===== src/rtl/logs_orbit_capture.sv =====
// Bifurcation-diagram column builder: sweeps r, restarts the logistic-map iterator per column,
// skips the transient, ORs the captured orbit into a row bitmap and hands it off over valid/ready.
module logs_orbit_capture #(
  parameter int unsigned FRAC     = 8,
  parameter int unsigned ROW_BITS = 5,
  parameter int unsigned COLS     = 64,
  parameter int unsigned R_START  = 640,
  parameter int unsigned R_STEP   = 6,
  parameter int unsigned SETTLE   = 32,
  parameter int unsigned SAMPLES  = 64
) (
  input  logic                      clk,
  input  logic                      rst_n,
  input  logic [FRAC-1:0]           x,
  input  logic                      next_ready,
  output logic [FRAC+1:0]           r,
  output logic                      map_reset,
  output logic [2**ROW_BITS-1:0]    col_bits,
  output logic [$clog2(COLS)-1:0]   col_idx,
  output logic                      col_valid,
  input  logic                      col_ready,
  output logic                      frame_done
);

  localparam int unsigned ROWS    = 2**ROW_BITS;
  localparam int unsigned R_W     = FRAC + 2;
  localparam int unsigned IDX_W   = $clog2(COLS);
  localparam int unsigned CNT_MAX = (SETTLE > SAMPLES) ? SETTLE : SAMPLES;
  localparam int unsigned CNT_W   = $clog2(CNT_MAX + 1);

  typedef enum logic [1:0] {
    ST_RESTART,
    ST_SETTLE,
    ST_CAPTURE,
    ST_PRESENT
  } state_t;

  state_t            state;
  logic [CNT_W-1:0]  cnt;
  logic [ROWS-1:0]   bitmap;
  logic [ROWS-1:0]   sample_bit;

  // Row 0 is the smallest x: the row is the top ROW_BITS bits of the fraction.
  always_comb begin
    sample_bit = ROWS'(1) << x[FRAC-1 -: ROW_BITS];
  end

  always_ff @(posedge clk or negedge rst_n) begin
    if (!rst_n) begin
      state      <= ST_RESTART;
      r          <= R_W'(R_START);
      col_idx    <= '0;
      map_reset  <= 1'b1;
      col_valid  <= 1'b0;
      col_bits   <= '0;
      frame_done <= 1'b0;
      cnt        <= '0;
      bitmap     <= '0;
    end else begin
      frame_done <= 1'b0;
      case (state)
        ST_RESTART: begin
          map_reset <= 1'b0;
          bitmap    <= '0;
          cnt       <= '0;
          state     <= ST_SETTLE;
        end
        ST_SETTLE: begin
          if (next_ready) begin
            if (cnt == CNT_W'(SETTLE - 1)) begin
              cnt   <= '0;
              state <= ST_CAPTURE;
            end else begin
              cnt <= cnt + 1'b1;
            end
          end
        end
        ST_CAPTURE: begin
          if (next_ready) begin
            bitmap <= bitmap | sample_bit;
            if (cnt == CNT_W'(SAMPLES - 1)) begin
              cnt       <= '0;
              col_bits  <= bitmap | sample_bit;
              col_valid <= 1'b1;
              state     <= ST_PRESENT;
            end else begin
              cnt <= cnt + 1'b1;
            end
          end
        end
        ST_PRESENT: begin
          // r/col_idx advance on the handshake so the new r is stable through map_reset.
          if (col_valid && col_ready) begin
            col_valid <= 1'b0;
            map_reset <= 1'b1;
            state     <= ST_RESTART;
            if (col_idx == IDX_W'(COLS - 1)) begin
              col_idx    <= '0;
              r          <= R_W'(R_START);
              frame_done <= 1'b1;
            end else begin
              col_idx <= col_idx + 1'b1;
              r       <= r + R_W'(R_STEP);
            end
          end
        end
        default: state <= ST_RESTART;
      endcase
    end
  end

endmodule


===== config.mk =====
export PLATFORM = sky130hd
export DESIGN_NAME = logs_orbit_capture
export DESIGN_NICKNAME = d
export VERILOG_FILES = /design/src/rtl/logs_orbit_capture.sv
export SDC_FILE = /design/constraint.sdc
export NUM_CORES = 1
export LEC_CHECK = 0
export ABC_AREA = 1
export BUFFER_PORTS_ARGS = -buffer_cell sky130_fd_sc_hd__buf_2
export CORE_MARGIN = 2
export CORE_UTILIZATION = 25
export CTS_CLUSTER_DIAMETER = 40
export DETAILED_ROUTE_END_ITERATION = 6
export GPL_TIMING_DRIVEN = 0
export SLEW_MARGIN = 20
export SYNTH_ARGS = -nofsm -noshare
export SYNTH_HDL_FRONTEND = slang
export SYNTH_SLANG_ARGS = --single-unit

===== constraint.sdc =====
create_clock -name clk -period 3.42 [get_ports clk]
set_clock_uncertainty 0.15 [all_clocks]
set_input_delay 0.171 -clock clk [delete_from_list [all_inputs] [get_ports clk]]
set_output_delay 0.171 -clock clk [all_outputs]
set_load 0.02 [all_outputs]

=== Word level (Yosys, flattened, before mapping) ===
Index checks and enable logic that the tools add are counted.

* Order comparisons: 0
* Divide/modulo/power cells: 0
* Multiplexer cells: 24
* Reduce and logical (&&, ||, !) cells: 13
* Eq/ne operators: 11
* Bitwise operators: 1
* Shift operators: 1
* $mul: 0
* $add $sub $neg: 3

{| class="wikitable"
|+ Operator list
! operator !! count
|-
| one-hot mux 32 bit (2 select lines) || 1
|-
| 2-to-1 mux 32 bit || 1
|-
| OR 32 bit || 1
|-
| left shift 1 x 5 -> 32 bit (first input constant) || 1
|-
| 2-to-1 mux 7 bit || 4
|-
| one-hot mux 7 bit (3 select lines) || 1
|-
| adder 10 x 3 -> 10 bit (second input constant) || 1
|-
| 2-to-1 mux 10 bit || 1
|-
| 2-to-1 mux 2 bit || 5
|-
| != test 2 bit (second input constant) || 5
|-
| one-hot mux 2 bit (4 select lines) || 1
|-
| adder 7 x 1 -> 7 bit (second input constant) || 1
|-
| equality test 7 x 5 -> 1 bit (second input constant) || 1
|-
| equality test 7 x 6 -> 1 bit (second input constant) || 1
|-
| 2-to-1 mux 1 bit || 7
|-
| adder 6 x 1 -> 6 bit (second input constant) || 1
|-
| equality test 6 bit (second input constant) || 1
|-
| 2-to-1 mux 6 bit || 1
|-
| AND reduction 2 bit || 3
|-
| AND reduction 3 bit || 2
|-
| nonzero test 2 bit || 3
|-
| AND reduction 5 bit || 1
|-
| equality test 2 bit (second input constant) || 2
|-
| one-hot mux 1 bit (2 select lines) || 2
|-
| 5 further kinds || 5
|}

* Logic and storage cells: 62
* Bits in read-only memories: 0
* RAM bits: 0
* Flip-flop bits (word level): 92
* Bits in latches: 0
* Memories kept: 0

=== Depth between registers and ports, before layout ===
Gate-level depths: netlist of run 1.

* Depth after elaboration: 4
* Depth in mapped cells: 10

=== Least setup slack after synthesis of run 1 ===
No wires, ideal clock.

* Path kind: register -> register
* Start point: register state[0]
* End point: register bitmap[1]
* Library setup time: 113 ps
* Path slack: 1781 ps
* Cell stages (with the launch flop): 9
* Clock period less this slack: 1639 ps
* Arrival: 1376 ps
* Cells stage by stage: dfrtp_1 > inv_1 > ha_1 > nand2_1 > clkbuf_2 > clkbuf_1 > o21ai_0 > nand2_1 > inv_1

* Word-level cells in the longest chain between the ends: 3
* Elaborated cells between the ends (all ways): 6
* Classes of those cells: eq/ne (2); mux (1); reduce/logical (3)

{| class="wikitable"
|+ Ends and longest elaborated chain
! element !! line !! source
|-
| start, declared || 38 || <nowiki>state_t state;</nowiki>
|-
| start signal, assigned || 50 || <nowiki>state <= ST_RESTART;</nowiki>
|-
| start signal, assigned || 66 || <nowiki>state <= ST_SETTLE;</nowiki>
|-
| start signal, assigned || 72 || <nowiki>state <= ST_CAPTURE;</nowiki>
|-
| equality test 2 bit / logical NOT 2 bit (equally long branches) || 61 || <nowiki>case (state)</nowiki>
|-
| != test 2 bit (no line) / nonzero test 2 bit (equally long branches) || -- ||
|-
| AND reduction 2 bit (no line) || -- ||
|-
| end signal, assigned || 80 || <nowiki>bitmap <= bitmap | sample_bit;</nowiki>
|-
| end, declared || 40 || <nowiki>logic [ROWS-1:0] bitmap;</nowiki>
|}

Parallel ways exist; a longest one is shown, timed or not.
A chain may end at the register's enable or synchronous reset.

=== Worst setup path in the final report of run 1 ===
* Start point: register state[0]
* End point: register bitmap[27]

The elaborated chain is that of the path after synthesis.

==> run summary, run 1 <==
Avg WL per Cell: 12.0 µm
# diodes: 0
Final Non-Filler Cells: 854
Vias in the first global route: 3410
Initial antenna violation count: 0
Crit path kind: reg2reg
Share of the clock period used by the worst path: 60.9%
Final ANT Viol Nets: 0
Fin. max-slew vios: 0
Outcome: complete, no violations
Critical path data arrival time: 2170 ps
CTS Buf Count: 9
Routed vias/inst: 4.19
Crit path required time: 3510 ps
Nets: 643
Worst min path class: in2async
CTS root buf: clkbuf_16
Initial DRC Count: 204
# setup viols final: 0
Routed WL: 10200 µm
Clock buffer depth: 2
Avg Synthesized Cell Area: 7.95 µm²
IO buf count: 57
FP Rows: 48
Area Overhead vs Synth: 21.1%
Max incr delay on CP: 400 ps
R2r endpoint: bitmap[27]$_DFFE_PN0P_
Maximum VDD drop: 0.000242 V
Final setup TNS: 0 ps
Most common cell after layout, fill and taps aside: nand2_1
CP Launch Type: register
Die width: 137 µm
Critical Path Fanout Max: 10
CP max-delay cell: dfrtp_1
Most frequent cells in the layout: nand2_1 (182), dfrtp_1 (88), inv_1 (82), buf_2 (58), o21ai_0 (45)
RSZ-0062 raised after global routing: no
Worst-skew pair later-pin latency: 340 ps
Post-synth cell types: 33
First-pass GRT wire length: 17400 µm
Number of clock sinks: 91
CTS tree: yes
P_leak: 2.97 nW
Setup Buffers After CTS: 0
Worst path cell trace: inv_1 -> ha_1 -> nand2_1 -> clkbuf_2 -> clkbuf_1 -> o21ai_0 -> nand2_1 -> inv_1
Number of synthesized register bits: 91
Die ar.: 18700 µm²
Sequential share of the synthesized area: 51.9%
Reg-to-reg startpoint: state[0]$_DFFE_PN0P_
Min cycle time layout: 2080 ps
Pwr/cell area: 502 nW/µm²
Largest net degree at the start of global routing: 64
Post-Syn Nets: 572
Number of remaining DRC errors: 0
Final HPWL DP: 7510 µm
Initial Utilization: 25.5%
Fraction of layout cells with a size suffix above 1: 16.5%
Placed Cells: 836
Yosys warns: 0
Worst setup EP type: register
Max-cap violations: 0
Mapped Cells: 553
FF-to-FF path depth: 8
Max H-tree Level: 3
Die Y: 137 µm
GRT Residual Overflow: 0
Clock slew at reported path FFs: 70 ps
Final hold vios: 0
I/O pins: 63
Syn Std Cell Area: 4390 µm²
Worst reg2reg setup slack: 1340 ps
Core area: 17200 µm²
GP Congestion: 0.796
Total GRT Usage: 11.8%
Pre-Repair DR Iteration Count: 5
Vias: 3582
Max Freq: 480 MHz
==> worst max-delay path: cells and delay by family (launching register included) <==
kind | cells | cell delay [ps]
buffers and inverters | 4 | 740
and+or+nand+nor | 2 | 230
AOI/OAI and AO/OA | 1 | 180
DFF | 1 | 400
adders and majority gates | 1 | 290
==> final cells by class <==
class                           instances  area, µm²
Clock buffer                           12        256
Multi-Input combinational cell        356       1640
Clock inverter                          4       48.8
Fill cell                            1825      11900
Timing Repair Buffer                   60        339
Inverter                               88        332
Tap cell                              225        282
Buffer                                 18        143
Sequential cell                        91       2280
==> per-layer routing <==
metal | global-route usage (%) | wire (µm)
met3 | 3.11 | 469
met1 | 16.4 | 5050
met2 | 18.2 | 4650
met5 | 0 | 0
met4 | 2.78 | 48
==> registers in the layout, indices dropped and copies added, names as in the netlist, 2 cells and up <==
| register | count |
|---|---|
| r | 9 |
| col_bits | 32 |
| col_idx | 6 |
| state | 2 |
| bitmap | 32 |
| cnt | 7 |
==> per-stage QoR <==
stage          hold WS, ps  area, µm²  setup WS [ps]  utilization, %  power [mW]
6_report               126       5320           1340            30.9        2.67
5_1_grt                138       5320           1040            30.9        2.85
4_1_cts                133       5320           1310            30.9        2.71
3_5_place_dp         -74.5       4990           1330            29.0        1.69
3_3_place_gp           308       4960           1080            28.8        1.68
2_1_floorplan         -275       4390           1780               -        1.53
==> cells by family after synthesis <==
family	synth area share (%)
compound gates	10.4
xor+xnor	0.997
fa+ha+maj	1.99
buf+inv	10.8
flops	51.9
other cells	0.0853
simple gates	23.8
==> how the worst max path moves through the flow <==
stage	startpoint	to	slack [ps]	cells after the start
3_3_place_gp	rst_n	r[8]$_DFFE_PN0P_	1080	1
3_5_place_dp	state[0]$_DFFE_PN0P_	bitmap[27]$_DFFE_PN0P_	1330	8
6_report	state[0]$_DFFE_PN0P_	bitmap[27]$_DFFE_PN0P_	1340	8
2_1_floorplan	state[0]$_DFFE_PN0P_	bitmap[1]$_DFFE_PN0P_	1780	8
4_1_cts	state[0]$_DFFE_PN0P_	bitmap[5]$_DFFE_PN0P_	1310	8
5_1_grt	state[0]$_DFFE_PN0P_	bitmap[26]$_DFFE_PN0P_	1040	8
==> synth_stat cells <==
library cell  count  area share, %
o21bai_1          1           0.17
nand4_1           4           0.57
buf_4             3           0.51
nand3b_1          1           0.17
nor2_2            3           0.43
o21ai_0          45            5.1
clkbuf_2          1           0.11
buf_6             8            2.1
buf_2             2           0.23
nand2_2           1           0.14
nand3_1          30            3.4
conb_1            1          0.085
nor2_1           25            2.1
ha_1              7            2.0
o22ai_1           1           0.14
a21oi_1          16            1.8
clkbuf_1          4           0.34
dfstp_2           3            1.8
o21a_1            1           0.17
o211ai_1          1           0.17
nor2_4            1           0.26
a2bb2oi_1         1           0.20
o21ai_1          23            2.6
nand3_2           2           0.46
nor3_2            1           0.23
xor2_1            3           0.60
nand2_1         182             16
clkinv_2          1           0.11
inv_1            82            7.0
inv_2             5           0.43
nor3_1            4           0.46
xnor2_1           2           0.40
dfrtp_1          88             50
==> power by group <==
| group | switching [mW] | internal [mW] | total (mW) |
|---|---|---|---|
| registers | 0.0232 | 1.10 | 1.13 |
| logic | 0.375 | 0.163 | 0.538 |
| clock network | 0.404 | 0.605 | 1.01 |
==> repair_timing <==
action	CTS	global route
hold buffers	2	0
setup endpoints to repair	0	0
hold endpoints to repair	89	0
resized for setup	0	0
No activity file was read; power rests on OpenSTA's default activity.
==> run 2: changes to the inputs <==
==> constraint.sdc (replaced) <==
create_clock -name clk -period 1.8 [get_ports clk]
set_clock_uncertainty 0.15 [all_clocks]
set_input_delay 0.09 -clock clk [delete_from_list [all_inputs] [get_ports clk]]
set_output_delay 0.09 -clock clk [all_outputs]
set_load 0.02 [all_outputs]
==> run summary, run 2 (synthesized netlist as in run 1, its figures left out) <==
Most frequent cells in the layout: nand2_1 (180), dfrtp_1 (86), inv_1 (80), buf_2 (57), o21ai_0 (44)
Worst min path class: in2async
First-pass GRT wire length: 17400 µm (-0.16%)
Share of the clock period used by the worst path: 93.3% (+32 points)
Max Freq: 596 MHz (+24%)
Fin util: 31.4% (+0.49 points)
Pint: 3.64 mW (+95%)
Worst path cell trace: inv_2 -> ha_4 -> nand2_2 -> inv_2 -> nor2_4 -> buf_6 -> buf_6 -> o21ai_1 -> nand2_1 -> inv_1
Min cycle time layout: 1680 ps (-403 ps)
Crit path buf inv count: 5 (+1)
GRT Residual Overflow: 0 (unchanged)
Most common cell after layout, fill and taps aside: nand2_1
Max H-tree Level: 3 (unchanged)
Maximum VDD drop: 0.000462 V (+91%)
CP top delay family: buffers and inverters
CTS tree: yes
Reg power frac: 41.1% (-1.0 points)
Placed Cells: 836 (unchanged)
Number of clock sinks: 91 (unchanged)
Fraction of layout cells with a size suffix above 1: 19.1% (+2.6 points)
Crit path required time: 1880 ps (-1630 ps)
CTS root buf: clkbuf_16
Worst setup EP type: register
Worst reg2reg setup slack: 120 ps (-1220 ps)
Layout fillers: 1824 (-0.055%)
P_leak: 3.00 nW (+0.93%)
Max incr delay on CP: 400 ps (about the same)
Clk pwr share: 36.7% (-1.1 points)
Nets: 646 (+0.47%)
FP Rows: 48 (unchanged)
Sw Pwr: 1.58 mW (+97%)
CP max-delay cell: dfrtp_2
Area Overhead vs Synth: 23.0%
Final HPWL DP: 7510 µm (unchanged)
Post-DP Area: 4990 µm² (unchanged)
Final WS setup: 121 ps (-1220 ps)
# diodes: 0 (unchanged)
Core area: 17200 µm² (unchanged)
Worst-skew pair later-pin latency: 340 ps (about the same)
Routed vias/inst: 4.23 (+0.90%)
Avg WL per Cell: 12.0 µm (+0.43%)
Fin. max-slew vios: 0 (unchanged)
Final instance area: 5400 µm² (+1.6%)
Share of total power in combinational logic: 22.2% (+2.1 points)
Regs by FF count: bitmap x32, col_bits x32, r x9
CTS Buf Count: 9 (unchanged)
Final hold vios: 0 (unchanged)
Initial Utilization: 25.5% (unchanged)
Critical path data arrival time: 1760 ps (-410 ps)
Placement Setup Slack: -293 ps (-1620 ps)
Vias in the first global route: 3411 (+0.029%)
Overall Power: 5.23 mW (+96%)
I/O pins: 63 (unchanged)
Initial antenna violation count: 0 (unchanged)
Crit path kind: reg2reg
Outcome: complete, no violations
Max-cap violations: 0 (unchanged)
Final ANT Viol Nets: 0 (unchanged)
# setup viols final: 0 (unchanged)
Pre-Repair DR Iteration Count: 4 (-1)
IO buf count: 57 (unchanged)
Die width: 137 µm (unchanged)
Pwr/cell area: 967 nW/µm² (+92%)
CP Launch Type: register
Largest net degree at the start of global routing: 64 (unchanged)
Number of remaining DRC errors: 0 (unchanged)
Critical Path Fanout Max: 10 (unchanged)
Routed WL: 10300 µm (+0.78%)
Die ar.: 18700 µm² (unchanged)
Vias: 3627 (+1.3%)
Clock buffer depth: 2 (unchanged)
Sw frac: 30.3% (+0.28 points)
Clock slew at reported path FFs: 70 ps (about the same)
Initial DRC Count: 209 (+2.5%)
Total GRT Usage: 11.7% (-0.016 points)
Die Y: 137 µm (unchanged)
GP Congestion: 0.796 (unchanged)
Final Non-Filler Cells: 857 (+0.35%)
==> run 2: cell count changes in the layout (fill, tap and decap cells not counted), moves of 2 or more <==
cell,previous run,this run
nand3_1,30,28
nor2_1,25,23
inv_2,5,7
buf_4,3,7
dfrtp_1,88,86
inv_1,82,80
clkbuf_1,5,3
ha_1,7,5
clkbuf_4,0,2
dfrtp_2,0,2
nand2_1,182,180
nand2_2,1,3
==> run 2: final cells by class <==
type	instances	area, µm²	share of cell area (%)
multi-input combinational	356	1690	31.2
clock buffer	12	256	4.75
buffer	18	153	2.82
inverter	88	333	6.16
tap	225	282	5.21
sequential	91	2280	42.3
timing repair buffer	63	362	6.69
clock inverter	4	48.8	0.903
==> run 2: power by group through the flow <==
stage	Sequential [mW]	Combinational, mW	Clock [mW]
floorplan	2.17	0.732	0
global placement	2.17	1.02	0
detailed placement	2.17	1.03	0
CTS	2.14	1.06	1.98
global route	2.16	1.31	2.09
finish	2.15	1.16	1.92
==> run 2: what timing repair did <==
| action | 4_1_cts | 5_1_grt |
|---|---|---|
| hold endpoints to repair | 89 | 0 |
| buffers inserted | 0 | 3 |
| endpoints found under the setup margin | 55 | 70 |
| pin swaps | 0 | 1 |
| gates resized for setup | 6 | 17 |
| hold buffers | 2 | 0 |
==> run 2: stage by stage <==
step | TNS, ps | hold slack [ps]
5_1_grt | -4.49 | 56.9
4_1_cts | -36.7 | 51.7
2_1_floorplan | 0 | -356
3_5_place_dp | -5160 | -156
6_report | 0 | 46.2
3_3_place_gp | -43450 | 273
==> run 2: worst reg2reg max path: stages (launching register included) <==
cell	delay [ps]
dfrtp_2	400
inv_2	70
ha_4	180
nand2_2	140
inv_2	60
nor2_4	110
buf_6	150
buf_6	150
o21ai_1	60
nand2_1	70
inv_1	40
==> run 2: metal layers <==
metal | part of all wire (%) | GRT usage [%] | routed length, µm | vias to the layer above
li1 | - | - | - | 1865
met1 | 48 | 16.4 | 4970 | 1683
met2 | 46 | 18.2 | 4750 | 69
met3 | 4.8 | 3.11 | 497 | 10
met4 | 0.89 | 2.78 | 92 | 0
met5 | 0 | 0 | 0 | -
==> run 2: final timing paths <==
path                            depth (start not counted)                startpoint                  endpoint
worst min-delay path                                    2                     rst_n  col_bits[18]$_DFFE_PN0P_
worst max register to register                         10      state[0]$_DFFE_PN0P_    bitmap[16]$_DFFE_PN0P_
max in group asynchronous                               3                     rst_n     map_reset$_DFFE_PN1P_
min in group clk                                        5                      x[6]    bitmap[31]$_DFFE_PN0P_
worst max-delay path                                   10      state[0]$_DFFE_PN0P_    bitmap[16]$_DFFE_PN0P_
worst min register to register                          2  col_bits[12]$_DFFE_PN0P_  col_bits[12]$_DFFE_PN0P_
==> run 3: changes to the inputs <==
--- a/config.mk
+++ b/config.mk
@@ -7,7 +7,6 @@
 export LEC_CHECK = 0
 export ABC_AREA = 1
 export BUFFER_PORTS_ARGS = -buffer_cell sky130_fd_sc_hd__buf_2
-export CORE_MARGIN = 2
 export CORE_UTILIZATION = 25
 export CTS_CLUSTER_DIAMETER = 40
 export DETAILED_ROUTE_END_ITERATION = 6
==> run summary, run 3 (synthesized netlist as in run 1, its figures left out) <==
Initial DRC Count: 182 (-13%)
Critical path launch point: state[0]$_DFFE_PN0P_
Pre-Repair DR Iteration Count: 4 (unchanged)
First-pass GRT wire length: 17400 µm (+0.20%)
Initial antenna violation count: 0 (unchanged)
Routed vias/inst: 4.19 (-0.91%)
Fin. max-slew vios: 0 (unchanged)
CP Capture Point: col_bits[26]$_DFFE_PN0P_
# setup viols final: 0 (unchanged)
Routed WL: 10300 µm (-0.38%)
Max Freq: 594 MHz (-0.28%)
Number of clock sinks: 91 (unchanged)
CTS root buf: clkbuf_16
FP Rows: 48 (unchanged)
Most frequent cells in the layout: nand2_1 (181), dfrtp_1 (87), inv_1 (81), buf_2 (58), o21ai_0 (45)
CTS Buf Count: 9 (unchanged)
Fin util: 31.5% (+0.18 points)
Die width: 135 µm (-1.5%)
R2r endpoint: col_bits[26]$_DFFE_PN0P_
Max H-tree Level: 3 (unchanged)
Placed Cells: 836 (unchanged)
Final hold vios: 0 (unchanged)
Total GRT Usage: 12.3% (+0.51 points)
Max incr delay on CP: 420 ps (+20 ps)
Final Non-Filler Cells: 857 (unchanged)
I/O pins: 63 (unchanged)
Crit path kind: reg2reg
Final WS setup: 116 ps (-4.79 ps)
CP max-delay cell: dfrtp_1
IO buf count: 57 (unchanged)
Fraction of layout cells with a size suffix above 1: 18.8% (-0.32 points)
Initial Utilization: 25.5% (unchanged)
Core area: 17200 µm² (unchanged)
Worst min path class: in2async
Overall Power: 5.32 mW (+1.8%)
Share of the clock period used by the worst path: 93.5% (+0.27 points)
Worst-skew pair later-pin latency: 340 ps (about the same)
Die Y: 135 µm (-1.5%)
Final ANT Viol Nets: 0 (unchanged)
Worst path cell trace: inv_2 -> ha_4 -> nand2_1 -> inv_2 -> nand3_4 -> buf_8 -> buf_6 -> nand2_1 -> nand2_1
Vias: 3594 (-0.91%)
Clock slew at reported path FFs: 70 ps (about the same)
Nets: 646 (unchanged)
Regs by FF count: bitmap x32, col_bits x32, r x9
GRT Residual Overflow: 0 (unchanged)
Most common cell after layout, fill and taps aside: nand2_1
CTS tree: yes
Final HPWL DP: 7450 µm (-0.78%)
GP Congestion: 0.815 (+2.4%)
Worst setup EP type: register
Reg-to-reg startpoint: state[0]$_DFFE_PN0P_
Critical Path Fanout Max: 10 (unchanged)
Min cycle time layout: 1680 ps (+4.79 ps)
Max-cap violations: 0 (unchanged)
P_leak: 3.01 nW (+0.40%)
FF-to-FF path depth: 9 (-1)
Avg WL per Cell: 12.0 µm (-0.38%)
Critical path data arrival time: 1770 ps (about the same)
Worst reg2reg setup slack: 120 ps (about the same)
Largest net degree at the start of global routing: 59 (-7.8%)
Clock buffer depth: 2 (unchanged)
Number of remaining DRC errors: 0 (unchanged)
Pwr/cell area: 979 nW/µm² (+1.3%)
Vias in the first global route: 3495 (+2.5%)
Most common cell type on the critical path: nand2_1
Area Overhead vs Synth: 23.7%
Outcome: complete, no violations
Crit path required time: 1880 ps (about the same)
Worst hold slack: 56.1 ps (+9.90 ps)
Maximum VDD drop: 0.000567 V (+23%)
Placement Setup Slack: -212 ps (+80.7 ps)
CP Launch Type: register
# diodes: 0 (unchanged)
Die ar.: 18100 µm² (-2.9%)
## run 3: where the power goes
part	internal, mW	switching [mW]	total [mW]
Clock	1.23	0.782	2.01
Sequential	2.10	0.0491	2.15
Combinational	0.402	0.765	1.17
Total	3.73	1.60	5.32
## run 3: cell type report
cell class              count  area (µm²)
clock inverters             3        43.8
flip-flops and latches     91        2280
repair buffers             63         362
fillers                  1800       11800
inverters                  88         335
clock buffers              13         280
multi-input cells         356        1690
plain buffers              18         156
well taps                 225         282
## run 3: worst min path at each step
stage                           from                  endpoint  slack, ps  depth (start not counted)
final                          rst_n  col_bits[18]$_DFFE_PN0P_         60                          2
after global routing           rst_n  col_bits[18]$_DFFE_PN0P_         90                          2
after CTS                 next_ready    bitmap[30]$_DFFE_PN0P_         50                          5
after detailed placement       rst_n  col_bits[20]$_DFFE_PN0P_       -140                          1
after global placement     col_ready      frame_done$_DFF_PN0_        270                          3
after floorplan                rst_n     bitmap[0]$_DFFE_PN0P_       -360                          0
## run 3: per-stage QoR
stage	instance area (µm²)	TNS [ps]
2_1_floorplan	4390	0
3_3_place_gp	4960	-43650
3_5_place_dp	4990	-3690
4_1_cts	5350	0
5_1_grt	5440	-35.6
6_report	5440	0
## run 3: timing repair
item                                    4_1_cts  5_1_grt
resized for setup                             5       20
endpoints found under the setup margin       52       62
hold endpoints to repair                     91        0
hold buffers                                  2        0
setup buffers                                 0        3
## run 3: worst max-delay path: cells and delay by family (launching register included)
family / cells / cell delay [ps]
adders and majority gates: 1 / 180
DFF: 1 / 420
and+or+nand+nor: 4 / 330
buffers and inverters: 4 / 510
## run 3: layer usage
metal	vias up	global-route usage [%]	wire, µm
li1	1864	-	-
met1	1661	16.2	5120
met2	65	19.9	4710
met3	4	3.19	381
met4	0	3.18	52
met5	-	0	0
